<file path="config.mk">
export PLATFORM = sky130hd
export DESIGN_NAME = div241_seq_flat
export DESIGN_NICKNAME = d
export VERILOG_FILES = /design/src/rtl/div241_seq_if.sv /design/src/rtl/div241_seq.sv /design/src/flat_wrapper.sv
export SDC_FILE = /design/constraint.sdc
export NUM_CORES = 1
export LEC_CHECK = 0
export ABC_AREA = 1
export BUFFER_PORTS_ARGS = -buffer_cell sky130_fd_sc_hd__buf_2
export CORE_MARGIN = 1.5
export CORE_UTILIZATION = 50
export DETAILED_ROUTE_END_ITERATION = 8
export GPL_TIMING_DRIVEN = 1
export PLACE_DENSITY = 0.78
export SETUP_SLACK_MARGIN = 0.02
export SYNTH_ARGS = -nofsm -noshare
export SYNTH_HDL_FRONTEND = slang
export SYNTH_SLANG_ARGS = --single-unit
</file>
<file path="constraint.sdc">
create_clock -name clk -period 3 [get_ports clk]
set_input_delay 0.9 -clock clk [delete_from_list [all_inputs] [get_ports clk]]
set_output_delay 0.9 -clock clk [all_outputs]
set_load 0.05 [all_outputs]
</file>
<file path="src/rtl/div241_seq_if.sv">
// Handshake bundle for the divide-by-241 engine: dividend in, quotient/remainder out.
// The master side offers dividends and consumes results; the slave side is the engine.
interface div241_seq_if #(
  parameter int W = 36,
  parameter int R = 8
);
  logic         in_valid;
  logic         in_ready;
  logic [W-1:0] in_dividend;
  logic         abort;
  logic         out_valid;
  logic         out_ready;
  logic [W-1:0] out_quotient;
  logic [R-1:0] out_remainder;
  logic         busy;

  modport master (
    output in_valid, in_dividend, abort, out_ready,
    input  in_ready, out_valid, out_quotient, out_remainder, busy
  );

  modport slave (
    input  in_valid, in_dividend, abort, out_ready,
    output in_ready, out_valid, out_quotient, out_remainder, busy
  );
endinterface

</file>
<file path="src/rtl/div241_seq.sv">
// Sequential divide-by-241: one radix-8 digit per cycle, result 12 cycles after acceptance.
// Single operation in flight; in_ready only in IDLE, result held until out_ready or abort.

module div241_step #(
  parameter int R = 8,
  parameter int D = 3,
  parameter int M = 241
) (
  input  logic [R-1:0] r,
  input  logic [D-1:0] c,
  output logic [D-1:0] q,
  output logic [R-1:0] rn
);
  logic [R+D-1:0] v;
  logic [R+D-1:0] sub;

  // r < M guarantees v < M*2^D, so the digit is the count of multiples of M not above v
  always_comb begin
    v   = {r, c};
    q   = '0;
    sub = '0;
    for (int k = 1; k < (1 << D); k++) begin
      if (v >= (R+D)'(M * k)) begin
        q   = D'(k);
        sub = (R+D)'(M * k);
      end
    end
    rn = R'(v - sub);
  end
endmodule

module div241_seq #(
  parameter int W = 36,
  parameter int D = 3,
  parameter int R = 8
) (
  input  logic      clk,
  input  logic      rst_n,
  div241_seq_if.slave bus
);
  localparam int N  = W / D;
  localparam int CW = $clog2(N);
  localparam logic [CW-1:0] LAST = CW'(N - 1);

  typedef enum logic [1:0] {IDLE, RUN, DONE} state_t;

  state_t        state, state_n;
  logic [W-1:0]  sr;
  logic [R-1:0]  rem;
  logic [CW-1:0] cnt;
  logic          load, step;
  logic [D-1:0]  qd;
  logic [R-1:0]  rn;

  div241_step #(.R(R), .D(D), .M(241)) u_step (
    .r  (rem),
    .c  (sr[W-1:W-D]),
    .q  (qd),
    .rn (rn)
  );

  always_ff @(posedge clk) begin
    if (!rst_n) state <= IDLE;
    else        state <= state_n;
  end

  // abort outranks both acceptance and stepping in every state
  always_comb begin
    state_n = state;
    load    = 1'b0;
    step    = 1'b0;
    case (state)
      IDLE: begin
        if (bus.in_valid && !bus.abort) begin
          load    = 1'b1;
          state_n = RUN;
        end
      end
      RUN: begin
        if (bus.abort) begin
          state_n = IDLE;
        end else begin
          step = 1'b1;
          if (cnt == LAST) state_n = DONE;
        end
      end
      DONE: begin
        if (bus.abort || bus.out_ready) state_n = IDLE;
      end
      default: state_n = IDLE;
    endcase
  end

  // quotient digits enter at the LSB while dividend digits leave the MSB
  always_ff @(posedge clk) begin
    if (!rst_n) begin
      sr  <= '0;
      rem <= '0;
      cnt <= '0;
    end else if (load) begin
      sr  <= bus.in_dividend;
      rem <= '0;
      cnt <= '0;
    end else if (step) begin
      sr  <= {sr[W-D-1:0], qd};
      rem <= rn;
      cnt <= cnt + 1'b1;
    end
  end

  assign bus.in_ready      = (state == IDLE);
  assign bus.out_valid     = (state == DONE);
  assign bus.busy          = (state != IDLE);
  assign bus.out_quotient  = sr;
  assign bus.out_remainder = rem;
endmodule

</file>
<file path="src/flat_wrapper.sv">
// flat-port wrapper written by rule: the top's interface ports become plain ports
module div241_seq_flat 
#(
  parameter int W = 36,
  parameter int D = 3,
  parameter int R = 8
)
  (clk, rst_n, bus_in_valid, bus_in_dividend, bus_abort, bus_out_ready, bus_in_ready, bus_out_valid, bus_out_quotient, bus_out_remainder, bus_busy);
  div241_seq_if #(.W(W), .R(R)) bus_i ();
  input  logic clk;
  input  logic rst_n;
  input wire logic [$bits(bus_i.in_valid)-1:0] bus_in_valid;
  input wire logic [$bits(bus_i.in_dividend)-1:0] bus_in_dividend;
  input wire logic [$bits(bus_i.abort)-1:0] bus_abort;
  input wire logic [$bits(bus_i.out_ready)-1:0] bus_out_ready;
  output wire logic [$bits(bus_i.in_ready)-1:0] bus_in_ready;
  output wire logic [$bits(bus_i.out_valid)-1:0] bus_out_valid;
  output wire logic [$bits(bus_i.out_quotient)-1:0] bus_out_quotient;
  output wire logic [$bits(bus_i.out_remainder)-1:0] bus_out_remainder;
  output wire logic [$bits(bus_i.busy)-1:0] bus_busy;
  assign bus_i.in_valid = bus_in_valid;
  assign bus_i.in_dividend = bus_in_dividend;
  assign bus_i.abort = bus_abort;
  assign bus_i.out_ready = bus_out_ready;
  assign bus_in_ready = bus_i.in_ready;
  assign bus_out_valid = bus_i.out_valid;
  assign bus_out_quotient = bus_i.out_quotient;
  assign bus_out_remainder = bus_i.out_remainder;
  assign bus_busy = bus_i.busy;
  div241_seq #(.W(W), .D(D), .R(R)) u_core (.clk(clk), .rst_n(rst_n), .bus(bus_i));
endmodule
</file>
* Word-level counts from Yosys, hierarchy flattened
Cells that the tools add are included.
** Word-level totals
- Register bits :: 50
- Input port bits :: 41
- Logic and storage cells :: 53
** Cells by class
- Add/subtract/negate cells :: 2
- Order comparisons :: 7
- Equal/unequal tests :: 6
- Mux-type cells :: 25
- Bitwise logic cells :: 1
- Reduce and logical (&&, ||, !) cells :: 8
** Operators by type and width (number)
- 2-to-1 mux 36 bit :: 2
- 2-to-1 mux 8 bit :: 7
- greater-or-equal comparator 11 bit (second input constant) :: 3
- greater-or-equal comparator 11 x 10 -> 1 bit (second input constant) :: 2
- 2-to-1 mux 3 bit :: 6
- greater-or-equal comparator 11 x 8 -> 1 bit (second input constant) :: 1
- greater-or-equal comparator 11 x 9 -> 1 bit (second input constant) :: 1
- 2-to-1 mux 2 bit :: 4
- subtractor 8 bit :: 1
- case mux 2 bit (3 select lines) :: 1
- 2-to-1 mux 1 bit :: 5
- adder 4 x 1 -> 4 bit (second input constant) :: 1
- equality test 4 bit (second input constant) :: 1
- != test 2 x 1 -> 1 bit (second input constant) :: 2
- nonzero test 2 bit :: 2
- != test 3 x 2 -> 1 bit (second input constant) :: 1
- AND reduction 3 bit :: 1
- equality test 2 x 1 -> 1 bit (second input constant) :: 1
- equality test 2 bit (second input constant) :: 1
- zero test 2 bit :: 1
- OR reduction 2 bit :: 1
- logical AND 1 bit :: 1
- zero test 1 bit :: 1
- logical OR 1 bit :: 1
- inverter 1 bit :: 1

* Depth between registers and ports, before layout
Gate-level depths: netlist (run 1).
- Depth after elaboration :: 10
- Mapped depth :: 21
- Depth with buffers taken out :: 20

* Cells and area by module
From an unflattened synthesis (run 1), not the netlist that was laid out.
** Second synthesis, totals
- Cell total of the unflattened synthesis :: 423
- Area total of the unflattened synthesis :: 2884.0 µm²
** Modules (own cells, without submodules)
- div241_seq :: instances 1, cells an instance 287, area each 2198.4 µm², seq. area each 1001.0 µm²
- div241_step :: instances 1, cells an instance 136, area each 685.7 µm², seq. area each 0.0 µm²

* Worst setup path before layout (run 1)
No wires, ideal clock.
- Path type :: register to register
- Start point :: register u_core.rem[7], in the netlist u_core.bus.out_remainder[7]
- End point :: register u_core.rem[6], in the netlist u_core.bus.out_remainder[6]
- Setup time :: 115 ps
- Arrival time :: 2813 ps
- Required time :: 2885 ps
- Slack :: 71 ps
- Stages on the path, launching flop included :: 21
- Path buffers :: 0
- Cell sequence :: dfxtp_1 > inv_1 > nand2_1 > nor2_1 > nand2_1 > nand2_1 > nor2_1 > nand2_1 > nand2_1 > nand2_1 > nand2_1 > nand2_2 > ha_1 > fa_1 > o21ai_0 > a21oi_1 > nor2_1 > nor2_1 > xor2_1 > o21ai_0 > inv_1
** Between the ends
- Longest elaborated chain between the ends :: 9
- Elaborated cells on any way between the ends :: 15
- Those cells by class :: 1 x add/sub; 7 x order compare; 7 x mux
** Ends and longest elaborated chain
- from (decl) :: RTL line div241_seq.sv:49 : logic [R-1:0] rem;
- from (signal assigned) :: RTL line div241_seq.sv:106 : rem <= rn;
- greater-or-equal comparator 11 x 8 -> 1 bit :: RTL line div241_seq.sv:23 : if (v >= (R+D)'(M * k)) begin
- 2-to-1 mux 8 bit (6 in a row) :: RTL line div241_seq.sv:23
- 2-to-1 mux 8 bit (*) :: RTL line div241_seq.sv:23
- subtractor 8 bit (*) :: RTL line div241_seq.sv:28 : rn = R'(v - sub);
Mark *: on every way between the ends. The rest lies on a longest branch, timed or not.
A chain may end at the register's enable or synchronous reset.

* Worst setup path after layout (run 1)
- Start point :: register u_core.rem[0], in the netlist u_core.bus.out_remainder[0]
- End point :: register u_core.rem[6], in the netlist u_core.bus.out_remainder[6]
** Between the ends
- Longest elaborated chain between the ends :: 9
- Elaborated cells on any way between the ends :: 15
- Those cells by class :: 1 x add/sub; 7 x order compare; 7 x mux
** Ends and longest elaborated chain (RTL line)
- greater-or-equal comparator 11 x 8 -> 1 bit :: div241_seq.sv:23
- 2-to-1 mux 8 bit (7 in a row) :: div241_seq.sv:23
- subtractor 8 bit (*) :: div241_seq.sv:28
Marked as above.

==> results.md, run 1 <==
Timing:
- In this run the tightest slew margin relative to its limit is 68.7%.
- The setup-violating endpoint count in the final report is 0.
- For the pin with the worst max-slew slack, the measured transition is 0.469 ns.
- The count of final hold-check violations came to 0.
- Setup repair after global routing left no endpoint under its margin.
- Across the routed clock network, the largest skew measured is 0.0124 ns.
- After routing, the total negative slack on setup checks comes to 0 ns.
- The time the final worst path needs with I/O delays and setup is 2.67 ns.
- The slack of the critical path is 0.332 ns.
- The count of final max-slew check failures is 0.
- Derived from the worst setup path, the maximum achievable clock frequency is 375 MHz.
- Dividing the final minimum period by the clock period gives 88.9%.

Logic synthesis:
- After technology mapping, the gate count stands at 382.
- The area fraction of the dominant cell type after synthesis is 38.2%.
- The XOR/XNOR share of the synthesized area is 1.67%.
- By count the netlist is led by nand2_1, dfxtp_1, a31oi_1, inv_1, nor2_1.
- The Yosys step of the flow raised 0 warnings.
- The number of flops mapped to enable cells by yosys is 0.
- Of the total synthesized cell area, the portion taken by AND, OR, NAND and NOR gates is 29.5%.
- Counting flops and latches in the post-synthesis netlist gives 50.
- By area the synthesized netlist is led by dfxtp_1, nand2_1, a31oi_1.
- The synthesized netlist devotes 17.5% of its cell area to compound gates.
- For this run, the leading register cell type out of synthesis is dfxtp_1.
- The post-synth design cell area is 2620 sq um.
- The library cell with the largest summed area after synthesis is dfxtp_1.
- Summing the sequential cell areas from Yosys gives 38.2% of the chip area.
- The average cell area after synthesis is 6.87 sq um.
- The area share of fa/ha/maj cells after synthesis is 4.10%.
- nand2_1 is the most common cell in the netlist.
- The number of nets handed over by synthesis was 431.
- After synthesis, the largest family of logic cells by area is simple AND/OR/NAND/NOR gates.
- The count of different cell masters after synthesis is 29.
- In the synthesized netlist the async set-or-reset flop fraction comes to 0%.
- The fraction of synthesized area in multiplexers is 0%.

Global routing:
- The pin count of the biggest net entering global routing is 39.
- The first-pass GRT wire length is 10600 um.
- The number of global-route vias before repair was 2336.
- Across every metal layer, demand over resource in global routing totals 24.0%.
- The total congestion overflow after global routing is 0.
- The number of antenna violations at the first check in global routing is 1.

Clock tree:
- The number of sinks driven by the clock tree is 50.
- The clock reaches the later pin of the worst-skew pair after 0.30 ns.
- The number of buffers inserted during clock tree synthesis is 5.
- The number of gates resized after CTS was 0.
- The number of buffers inserted to repair setup after CTS is 0.
- The TritonCTS clock tree is done.
- The master cell of the clock root buffer is clkbuf_8.
- The clock passes through at most 2 buffers.
- CTS built an H-tree with a depth of 2.
- For this design, the CTS-stage hold fixing added 0 buffers.
- After clock tree synthesis, the clock-pin slew on the worst setup and hold paths is 0.09 ns.

Setup path:
- The setup check on the worst reg-to-reg path leaves a slack of 0.33 ns.
- STA classifies the critical path endpoint as a register.
- The kind of critical path is reg -> reg.
- At the worst endpoint, the required time is 3.19 ns.
- The critical path arrival is 2.86 ns.
- The kind of launch point of the worst setup path is a register.
- Along the worst path, the maximum fanout reaches 10.
- In this run the critical register-to-register path is captured at u_core.bus.out_remainder[6].
- The worst register-to-register path has a depth of 20.
- The startpoint of the most critical register-to-register path is u_core.bus.out_remainder[0].
- The startpoint of the most critical setup path is u_core.bus.out_remainder[0].

Status:
- The run finished with clean final reports.

Layout:
- The area growth from synthesis to layout is 21.4%.
- In the final design database the tool counted 513 nets.
- The layout filler cell count is 514.
- The number of antenna cells inserted is 0.
- The share of final-layout standard cells stronger than drive strength 1 is 25.4%.

Floorplanning:
- The floorplan has 26 rows.
- The die covers 5690 sq um.
- The total area inside the core boundary comes to 5070 sq um.
- Pin placement for this block handled 88 I/O pins.
- The overall die width is 75.4 um.
- For this configuration, the core starts out at a cell density of 51.7%.
- The height of the die is 75.4 um.

Pwr:
- The leakage component of the power is 1.47 nW.
- For this design the ratio of total power to cell area is 467 nW/um^2.
- The maximum ir drop on the vdd rail is 0.340 mV.

Routing:
- The residual DRC count is 0.
- The number of vias after detailed routing is 2738.
- The first-pass detailed-route iteration total is 4.
- The average wire per cell in the routed design is 12.7 um.
- Summed over all layers, the routed wires come to 6770 um.
- Dividing the detail-routed via count by the number of cells gives 5.13.
- The remaining antenna violation count after routing is 0.
- For this block, the initial DRC count from the detailed router was 171.

Hold path:
- The worst hold path was traced through 2 stages.
- The tightest min-delay check is of the reg -> reg type.
- The end point of the most critical hold path is u_core.cnt[1].
- The beginning of the worst hold path is u_core.cnt[1].

Place:
- At the placement stage, the worst setup path has a slack of 0.0672 ns.
- The placer's final routability congestion estimate is 0.956.
- The count of port buffers added during placement is 87.
- The placed wire-length estimate after detailed placement is 5060 um.

Job:
- The tool flagged a number of max-cap violations equal to 0.
## per-layer routing
layer	up-vias	wire [um]	share of wire, %	GRT usage, %
li1	1406	-	-	-
met1	1238	3130	46	34.0
met2	90	3190	47	38.3
met3	4	400	5.9	5.03
met4	0	47	0.69	4.17
met5	-	0	0	0
## layout by cell type, fill, tap and decap left out, types with 2 or more instances in the layout
cell      synthesis  final
nor3_1            3      3
nand2_1         145    145
inv_2             2      2
dfxtp_2           0      4
buf_2             3     87
dfxtp_1          50     46
xor2_1            5      5
nand3_1           6      6
nand4_1           2      2
nor2_4            4      4
inv_1            34     34
clkbuf_8          0      5
ha_1              7      7
nor2_1           23     23
o21ai_2           1      2
o21ai_0          11      9
a21oi_2           2      3
or2_0             2      2
a31oi_1          38     38
buf_4             6      6
nand2_2           2      2
a21oi_1          20     19
## through the flow
step / utilization [%] / hold slack, ns / std cells / instance area (sq um) / total power [W]
2_1_floorplan: - / 0.454 / 382 / 2620 / 0.00102
3_3_place_gp: 60.9 / 0.466 / 527 / 3090 / 0.00111
3_5_place_dp: 60.9 / 0.476 / 527 / 3090 / 0.00111
4_1_cts: 62.5 / 0.490 / 534 / 3170 / 0.00149
5_1_grt: 62.7 / 0.507 / 534 / 3180 / 0.00156
6_report: 62.7 / 0.484 / 534 / 3180 / 0.00149
## cells by family after synthesis
| group | Yosys count |
|---|---|
| DFF | 50 |
| xor gates and xnor gates | 5 |
| buffers and inverters | 54 |
| AOI/OAI and AO/OA | 77 |
| and+or+nand+nor | 188 |
| adders and majority gates | 8 |
## state kept, by name, summed over array words and instances (netlist names)
register,flops
u_core.bus.out_quotient,36
u_core.bus.out_remainder,8
u_core.cnt,4
u_core.state,2
## area by class of cell
| cell class | instances | area (sq um) | area share (%) |
|---|---|---|---|
| clock buffer | 5 | 68.8 | 2.16 |
| tap | 70 | 87.6 | 2.75 |
| sequential | 50 | 1010 | 31.6 |
| multi-input combinational | 278 | 1390 | 43.7 |
| timing repair buffer | 93 | 480 | 15.1 |
| inverter | 36 | 135 | 4.24 |
| clock inverter | 2 | 13.8 | 0.432 |
## critical path, stage by stage, from the launching register on
cell     delay [ns]
dfxtp_2        0.38
buf_4          0.17
nor2_4         0.11
nand2_1        0.06
nand2_1        0.07
nand2_2        0.07
nand2_1        0.07
nand2_1        0.05
nand2_1        0.05
nand2_1        0.04
nand2_1        0.07
nand2_2        0.07
ha_1           0.22
fa_1           0.41
o21ai_2        0.18
a21oi_1        0.08
nor2_1         0.08
nor2_1         0.05
xor2_1         0.13
o21ai_0        0.14
inv_1          0.05
## worst max path at each step
stage	cells past startpoint	to
after floorplan	20	u_core.bus.out_remainder[6]
after global placement	16	u_core.bus.out_remainder[5]
after detailed placement	16	u_core.bus.out_remainder[5]
after CTS	16	u_core.bus.out_remainder[5]
after global routing	20	u_core.bus.out_remainder[6]
final	20	u_core.bus.out_remainder[6]
## power breakdown
group          internal [W]  leakage [nW]  switching (W)  total, W
logic              0.000117          1.02       0.000261  0.000378
registers          0.000694         0.409      0.0000311  0.000725
clock network      0.000162        0.0444       0.000222  0.000384
total              0.000973          1.47       0.000514   0.00149
Power figures use the tool's default switching activity.
==> inputs of run 2 (changes only) <==
--- a/config.mk
+++ b/config.mk
@@ -13,6 +13,7 @@
 export GPL_TIMING_DRIVEN = 1
 export PLACE_DENSITY = 0.78
 export SETUP_SLACK_MARGIN = 0.02
+export SLEW_MARGIN = 40
 export SYNTH_ARGS = -nofsm -noshare
 export SYNTH_HDL_FRONTEND = slang
 export SYNTH_SLANG_ARGS = --single-unit
==> constraint.sdc (replaced) <==
create_clock -name clk -period 2.68 [get_ports clk]
set_input_delay 0.804 -clock clk [delete_from_list [all_inputs] [get_ports clk]]
set_output_delay 0.804 -clock clk [all_outputs]
set_load 0.05 [all_outputs]
==> run 2 against run 1 <==
  * Register-to-register slack got worse by 0.21 ns
  * Clock power is 15% higher
  * Final cell count grew 0.56%
  * Total power increased by 14%
  * Via count is 2.6% higher
  * Worst hold slack better by 0.0058 ns
  * Maximum frequency is 4.1% higher
  * Non-clock buffer count up 3
  * Flip-flop and latch count unchanged
  * Setup slack worse by 0.21 ns
  * Die area unchanged
  * Clock-buffer cell count did not move
  * Critical endpoint unchanged
  * Highest routed layer is now met5
==> results.md, run 2 (synthesized netlist as in run 1, its figures left out) <==
Status:
- The run finished with clean final reports.

Routing:
- The detailed-route wire length is 7170 um.
- The residual DRC count is 0.
- After detailed routing, the average wire length per cell comes to 13.3 um.
- For this run, the detailed router's first-pass iteration total came to 4.
- The detailed router finished its first iteration with 149 violations.
- The remaining antenna violation count after routing is 0.
- In the routed layout, each cell is associated on average with a via count of 5.23.
- The number of vias after detailed routing is 2809.

Timing:
- Clock skew on the completed layout was measured at 0.00270 ns.
- The total negative slack is 0 ns.
- Setup repair after global routing could not meet its margin everywhere.
- The slack of the critical path is 0.117 ns.
- The time the final worst path needs with I/O delays and setup is 2.56 ns.
- The slew of the pin with the lowest slew margin is 0.769 ns.
- The max-slew headroom at the worst pin is 48.6%.
- In the finished design, the share of the clock period the worst path needs comes to 95.6%.
- The timing-limited maximum frequency is 390 MHz.
- The count of final hold-check violations was 0.
- Setup violations remaining at the end of the flow were counted as 0.
- The count of final max-slew check failures is 0.

Place:
- Prior to clock tree synthesis, the placed netlist has a worst setup slack of -0.00574 ns.
- The placed wire-length estimate after detailed placement is 5260 um.
- In this run the tool buffered the top-level ports with 87 buffer cells.
- Summing all placed instances gives a cell area of 3120 sq um.
- The placer's final routability congestion estimate is 0.948.

Layout:
- The final net count is 516.
- The combined area of the multi-input logic cells is 1410 sq um.
- Leaving out fill and tap cells, the most frequent cell in the layout is nand2_1.
- The share of final-layout standard cells stronger than drive strength 1 is 28.9%.
- The flip-flop count of the largest register, all copies and words added is 36.
- Relative to the synthesized area, the layout overhead comes to 23.7%.
- The library cells used most frequently in the layout, excluding fill and tap cells, are nand2_1, buf_2, dfxtp_1.
- The layout filler cell count is 508.
- The number of antenna diodes in the final layout is 0.
- The summed area of non-filler cells in the final layout is 3240 sq um.
- The area taken by flip-flops and latches is 1030 sq um.

Pwr:
- Combinational logic is responsible for 26.2% of the overall power.
- The share of total power dissipated in sequential elements is 47.8%.
- Power spread over the standard cell area amounts to 522 nW/um^2.
- In this run the power spent charging and discharging nets is 0.000595 W.
- The leakage component of the power is 1.49 nW.
- The maximum ir drop on the vdd rail is 0.307 mV.
- Net switching is 35.1% of the power.
- Internal power comes to 0.00110 W.
- The share of total power in the clock network is 26.0%.

Clock tree:
- Counting every sink on the clock net gives 50.
- After clock tree synthesis, the clock-pin slew on the worst setup and hold paths is 0.09 ns.
- The master cell of the clock root buffer is clkbuf_8.
- Hold repair after CTS inserted 0 buffers.
- CTS built an H-tree with a depth of 2.
- The clock passes through at most 2 buffers.
- The later pin in the worst-skew pair is clocked with a latency of 0.31 ns.
- TritonCTS built the clock tree.
- TritonCTS created 5 clock buffers.

Floorplanning:
- The I/O pin count is 88.
- Measured along the y axis, the die boundary spans 75.4 um.
- The full die area is 5690 sq um.
- The die is 75.4 um wide.
- The placement row count is 26.
- The total core area is 5070 sq um.
- Once the floorplan was initialized, standard cells occupied 51.7% of the core.

Setup path:
- The largest stage delay on the critical path is 0.38 ns.
- The critical path arrival is 2.77 ns.
- The internal reg-to-reg setup slack is 0.12 ns.
- The worst register-to-register path ends at u_core.bus.out_remainder[6].
- The number of cells on the worst reg-to-reg path is 19.
- The top fanout value on the critical path is 5.
- The end point of the critical path is u_core.bus.out_remainder[6].
- The kind of launch point of the worst setup path is a register.
- The signal on the critical path passes through nor2_1, nand2_1, nand2_1, nand2_2, nand2_1, nand2_1, nand2_1, nand2_1, nand2_1, nand2_2, ha_2, fa_2, o21ai_2, a21oi_1, nor2_1, nor2_1, xor2_1, o21ai_0, inv_1.
- The startpoint of the most critical setup path is u_core.bus.out_quotient[33].
- The critical path is of the reg -> reg type.
- The most frequent cell on the critical path is nand2_1.
- The critical path crosses 19 cells after its start point.
- The endpoint required time on the critical path is 2.88 ns.
- The number of buffers and inverters on the critical path is 1.
- Grouping stages by cell kind, the critical path spends the most delay in simple AND/OR/NAND/NOR gates.
- In this run the critical register-to-register path is launched from u_core.bus.out_quotient[33].
- The critical path capture point type is a register.
- The highest-delay cell along the critical path is dfxtp_1.

Global routing:
- After global routing the overflow that remains totals 0.
- The number of antenna violations at the first check in global routing is 1.
- Entering global routing, the biggest net connects 39 pins.
- Global routing consumed, over all layers together, 25.4% of the routing resources.
- The number of global-route vias before repair is 2420.
- The first-pass GRT wire length is 11100 um.

Hold path:
- The worst hold path was traced through 2 stages.
- The kind of path behind the tightest hold check is reg -> reg.

Job:
- The tool flagged a number of max-cap violations equal to 0.
-- run 2: changes by cell type in the layout (fill, tap and decap cells not counted), moves of 3 or more --
cell / delta
dfxtp_1: -6
dfxtp_4: +5
nor2_1: -3
buf_4: +3
nor2_2: +3
-- run 2: what timing repair did --
| action | CTS | global route |
|---|---|---|
| gates cloned | 0 | 0 |
| gates resized for setup | 2 | 10 |
| setup endpoints to repair | 1 | 2 |
| pin swaps | 0 | 2 |
| buffers inserted | 0 | 2 |
-- run 2: power by group through the flow --
stage | Clock, W | Sequential [W] | Combinational [W]
6_report | 0.000440 | 0.000810 | 0.000443
5_1_grt | 0.000478 | 0.000815 | 0.000485
4_1_cts | 0.000447 | 0.000811 | 0.000431
3_5_place_dp | 0 | 0.000828 | 0.000426
3_3_place_gp | 0 | 0.000827 | 0.000423
2_1_floorplan | 0 | 0.000930 | 0.000208
-- run 2: worst register-to-register path: cells and delay by family (launching register included) --
family,cells,cell delay (ns)
xor gates and xnor gates,1,0.13
adders and majority gates,2,0.57
buffers and inverters,1,0.06
DFF,1,0.38
and+or+nand+nor,12,0.90
AOI/OAI and AO/OA,3,0.41
-- run 2: area by class of cell --
cell class / instances / area share (%)
Clock inverter: 2 / 0.424
Inverter: 36 / 4.17
Sequential cell: 50 / 31.6
Tap cell: 70 / 2.70
Multi-Input combinational cell: 278 / 43.4
Clock buffer: 5 / 2.12
Timing Repair Buffer: 96 / 15.5
-- run 2: worst min path at each step --
stage	startpoint	end	slack, ns
finish	u_core.cnt[1]	u_core.cnt[1]	0.49
global route	u_core.bus.out_quotient[26]	u_core.bus.out_quotient[26]	0.52
CTS	u_core.cnt[3]	u_core.cnt[3]	0.49
detailed placement	u_core.cnt[3]	u_core.cnt[3]	0.48
global placement	u_core.cnt[3]	u_core.cnt[3]	0.47
floorplan	u_core.cnt[3]	u_core.cnt[3]	0.45
-- run 2: stage by stage --
stage | total power (W) | std cells | utilization [%] | hold slack, ns
floorplan | 0.00114 | 382 | - | 0.454
global placement | 0.00125 | 528 | 61.4 | 0.467
detailed placement | 0.00125 | 528 | 61.4 | 0.479
CTS | 0.00169 | 535 | 63.2 | 0.493
global route | 0.00178 | 537 | 63.9 | 0.516
finish | 0.00169 | 537 | 63.9 | 0.490
-- run 2: metal layers --
layer  track usage [%]  part of all wire, %  vias up
met5                 0                 0.18        -
met3              7.14                  6.3       15
li1                  -                    -     1413
met2              39.5                   46       90
met4              8.33                  1.9        2
met1              34.3                   45     1289
==> inputs of run 3 (changes only) <==
--- a/config.mk
+++ b/config.mk
@@ -7,13 +7,15 @@
 export LEC_CHECK = 0
 export ABC_AREA = 1
 export BUFFER_PORTS_ARGS = -buffer_cell sky130_fd_sc_hd__buf_2
+export CAP_MARGIN = 20
 export CORE_MARGIN = 1.5
-export CORE_UTILIZATION = 50
+export CORE_UTILIZATION = 52
 export DETAILED_ROUTE_END_ITERATION = 8
 export GPL_TIMING_DRIVEN = 1
-export PLACE_DENSITY = 0.78
+export PLACE_DENSITY = 0.8
 export SETUP_SLACK_MARGIN = 0.02
 export SLEW_MARGIN = 40
 export SYNTH_ARGS = -nofsm -noshare
 export SYNTH_HDL_FRONTEND = slang
+export SYNTH_HIERARCHICAL = 1
 export SYNTH_SLANG_ARGS = --single-unit
==> run 3 against run 2 <==
  * Register-to-register slack better by 0.14 ns
  * Combinational power is 12% lower
  * Clock power is 21% higher
  * Design area is 6.2% higher
  * Final cell count is 6.0% higher
  * Highest routed layer is now met4
==> results.md, run 3 <==
Logic synthesis:
- Ranked by total cell area, the synthesized netlist is headed by dfxtp_1, nand2_1, nand3_1.
- The number of nets in the synthesized netlist is 472.
- In this run, synthesis produced a sequential element count of 50.
- The predominant post-synthesis flop cell is dfxtp_1.
- The area fraction of the dominant cell type after synthesis is 34.7%.
- After synthesis, the share of flip-flops with an asynchronous set or reset is 0%.
- nand2_1 is the most common cell in the netlist.
- The count of different cell masters after synthesis is 33.
- The post-synthesis instance total is 423.
- The library cell with the largest summed area after synthesis is dfxtp_1.
- The synthesized design contains 0 enable-type register cells.
- For this run, the register share of the synthesized area comes to 34.7%.
- The commonest cells after synthesis are nand2_1, nand3_1, dfxtp_1, a31oi_1, inv_1.
- The average cell area after synthesis is 6.82 sq um.
- For this run, the number of Yosys warnings is 6.
- The synthesized netlist occupies a cell area of 2880 sq um.

Setup path:
- The endpoint required time on the critical path is 2.92 ns.
- The critical path starts at u_core/bus.out_remainder[0].
- The number of cells on the worst reg-to-reg path is 18.
- The kind of launch point of the worst setup path is a register.
- Data on the critical path arrives at its endpoint at 2.66 ns.
- In this run the critical register-to-register path is captured at u_core/bus.out_remainder[6].
- The internal reg-to-reg setup slack is 0.26 ns.
- The critical path capture point type is a register.
- In this run the critical register-to-register path is launched from u_core/bus.out_remainder[0].
- The top fanout value on the critical path is 8.
- The critical path is of the reg -> reg type.

Clock tree:
- Counting the buffers created by CTS gives 5.
- After clock tree synthesis, the clock-pin slew on the worst setup and hold paths is 0.09 ns.
- The master cell of the clock root buffer is clkbuf_8.
- In this run the number of H-tree levels came out at 2.
- The number of sinks driven by the clock tree is 50.
- The clock latency at the later pin of the worst-skew pair is 0.31 ns.
- The number of instances resized during post-cts repair is 0.
- TritonCTS built the clock tree.
- The number of hold buffers added after CTS was 0.
- The number of buffers inserted to repair setup after CTS is 0.
- Counting along the longest clock path gives a buffer depth of 2.

Global routing:
- The number of global-route vias before repair is 2776.
- The pin count of the biggest net entering global routing is 40.
- For this run the aggregate overflow at the end of global routing stands at 0.
- The number of antenna violations at the first check in global routing was 0.
- The first-pass GRT wire length is 13100 um.
- The global-route usage over all layers is 26.6%.

Timing:
- The count of final max-slew check failures is 0.
- The worst path meets setup with 0.258 ns of slack.
- At the pin with the least slew margin, the transition time is 0.539 ns.
- Setup repair after global routing left no endpoint under its margin.
- The ratio of final minimum period to clock period is 90.4%.
- The largest clock skew in the final design is 0.00879 ns.
- Static timing analysis puts the maximum clock frequency at 413 MHz.
- For the final routed database, the setup TNS stands at 0 ns.
- The setup-violating endpoint count in the final report is 0.
- The count of final hold-check violations came to 0.
- The time the final worst path needs with I/O delays and setup is 2.42 ns.
- The worst pin sits at a relative slew slack of 64.0%.

Layout:
- At the end of the flow, the number of nets in the layout was 548.
- The growth of design area from synthesis to finish is 19.4%.
- The most common cell after layout, fill and taps aside is nand2_1.
- With fillers left out, the area of the finished cells amounts to 3440 sq um.
- The register with the most flip-flops in the layout has 36 of them.
- The number of antenna cells inserted is 0.
- The post-route netlist has 26.7% of its cells at a drive strength greater than 1.
- Leaving out fill and tap cells, the most frequent cells in the layout are nand2_1, buf_2, nand3_1.

Hold path:
- The path with the worst hold slack has its endpoint at u_core/cnt[3].
- The worst hold path passes through 2 cells.
- The worst hold path belongs to the class reg -> reg.
- The beginning of the worst hold path is u_core/cnt[3].

Routing:
- For this block, the initial DRC count from the detailed router was 303.
- Dividing the detail-routed wire length by the instance count gives 14.0 um.
- Once detail routing completed, the nets flagged for antenna violations numbered 0.
- The via-per-instance ratio is 5.56.
- The residual DRC count is 0.
- The detailed-route wire length is 7940 um.
- The pre-antenna-repair detailed-routing pass consisted of 5 iterations.
- For this block, the via count after detailed routing is 3161.

Place:
- Prior to clock tree synthesis, the placed netlist has a worst setup slack of 0.129 ns.
- Routability-driven placement finished with a final weighted congestion of 0.968.
- Summing all placed instances gives a cell area of 3310 sq um.
- The placed wire-length estimate after detailed placement is 5390 um.
- Buffers placed on the I/O ports in this run total 87.

Pwr:
- The overall power after layout is 0.00172 W.
- Dividing total power by cell area gives a power density of 499 nW/um^2.
- The leakage component of the power is 1.51 nW.
- IR analysis of the VDD net gives a maximum drop of 0.296 mV.

Status:
- The run finished with clean final reports.

Floorplanning:
- Measured along the y axis, the die boundary spans 77.5 um.
- The I/O pin count is 88.
- The placement row count is 26.
- The floorplan step defined a die boundary enclosing 6000 sq um.
- The overall die width is 77.5 um.
- The initial utilization of the core area, before any placement, comes to 55.1%.
- The total core area is 5240 sq um.

Job:
- Max-cap violations in this run came to 0.
[run 3: cell types whose count changed after synthesis, moves of 3 or more]
cell      before  now
buf_2          3   11
clkbuf_1       8    5
inv_1         34   24
inv_2          2    5
nand2_1      145  116
nand3_1        6   86
o21ai_0       11    1
o21ai_1        0    3
[run 3: cell families (layout without fill, tap and decap cells)]
logic type | after synthesis | in the layout | share of synthesized area, %
DFF | 50 | 50 | 34.7
AOI/OAI and AO/OA | 63 | 63 | 13.1
buffers and inverters | 55 | 131 | 9.59
xor gates and xnor gates | 4 | 4 | 1.21
adders and majority gates | 8 | 8 | 3.73
and+or+nand+nor | 243 | 243 | 37.7
[run 3: worst max-delay path by stage]
stage | end | slack [ns] | cells after the start
after floorplan | u_core/bus.out_remainder[6] | 0.03 | 17
after global placement | u_core/bus.out_remainder[6] | 0.22 | 18
after detailed placement | u_core/bus.out_remainder[6] | 0.13 | 18
after CTS | u_core/bus.out_remainder[6] | 0.1 | 18
after global routing | u_core/bus.out_remainder[6] | 0.04 | 18
final | u_core/bus.out_remainder[6] | 0.26 | 18
[run 3: stage by stage]
step / utilization, % / instances / hold WS, ns
6_report: 65.8 / 569 / 0.499
3_3_place_gp: 63.2 / 562 / 0.471
5_1_grt: 65.8 / 569 / 0.510
2_1_floorplan: - / 423 / 0.456
3_5_place_dp: 63.2 / 562 / 0.484
4_1_cts: 65.3 / 569 / 0.498
[run 3: routing by layer]
layer / GRT usage, % / part of all wire, % / up-vias
li1: - / - / 1577
met1: 36.7 / 46 / 1449
met2: 43.0 / 47 / 127
met3: 4.35 / 6.7 / 8
met4: 6.91 / 0.84 / 0
met5: 0 / 0 / -
[run 3: worst max-delay path, stage by stage (launching register included)]
cell and delay [ns]:
dfxtp_4 0.39, nor2_4 0.14, nand3_1 0.10, nand2_1 0.10, nand2_2 0.07, nand2_1 0.09, nand2_1 0.05, nand2_1 0.05
nand3_1 0.10, ha_2 0.21, fa_2 0.37, o21ai_2 0.17, nand2_1 0.07, nand2_1 0.07, a21o_1 0.10, nand2_1 0.05
nand2_1 0.05, nand2_1 0.05, a21oi_1 0.10
[run 3: area by class of cell]
class / count / area, sq um
Clock buffer: 5 / 68.8
Clock inverter: 2 / 38.8
Fill cell: 481 / 1790
Inverter: 29 / 109
Multi-Input combinational cell: 318 / 1630
Sequential cell: 50 / 1020
Tap cell: 70 / 87.6
Timing Repair Buffer: 95 / 495
[run 3: power by group]
| part | leakage, nW | switching, W | internal, W | total, W |
|---|---|---|---|---|
| registers | 0.413 | 0.0000290 | 0.000772 | 0.000801 |
| logic | 1.04 | 0.000267 | 0.000120 | 0.000388 |
| clock network | 0.0542 | 0.000257 | 0.000275 | 0.000532 |
| total | 1.51 | 0.000553 | 0.00117 | 0.00172 |
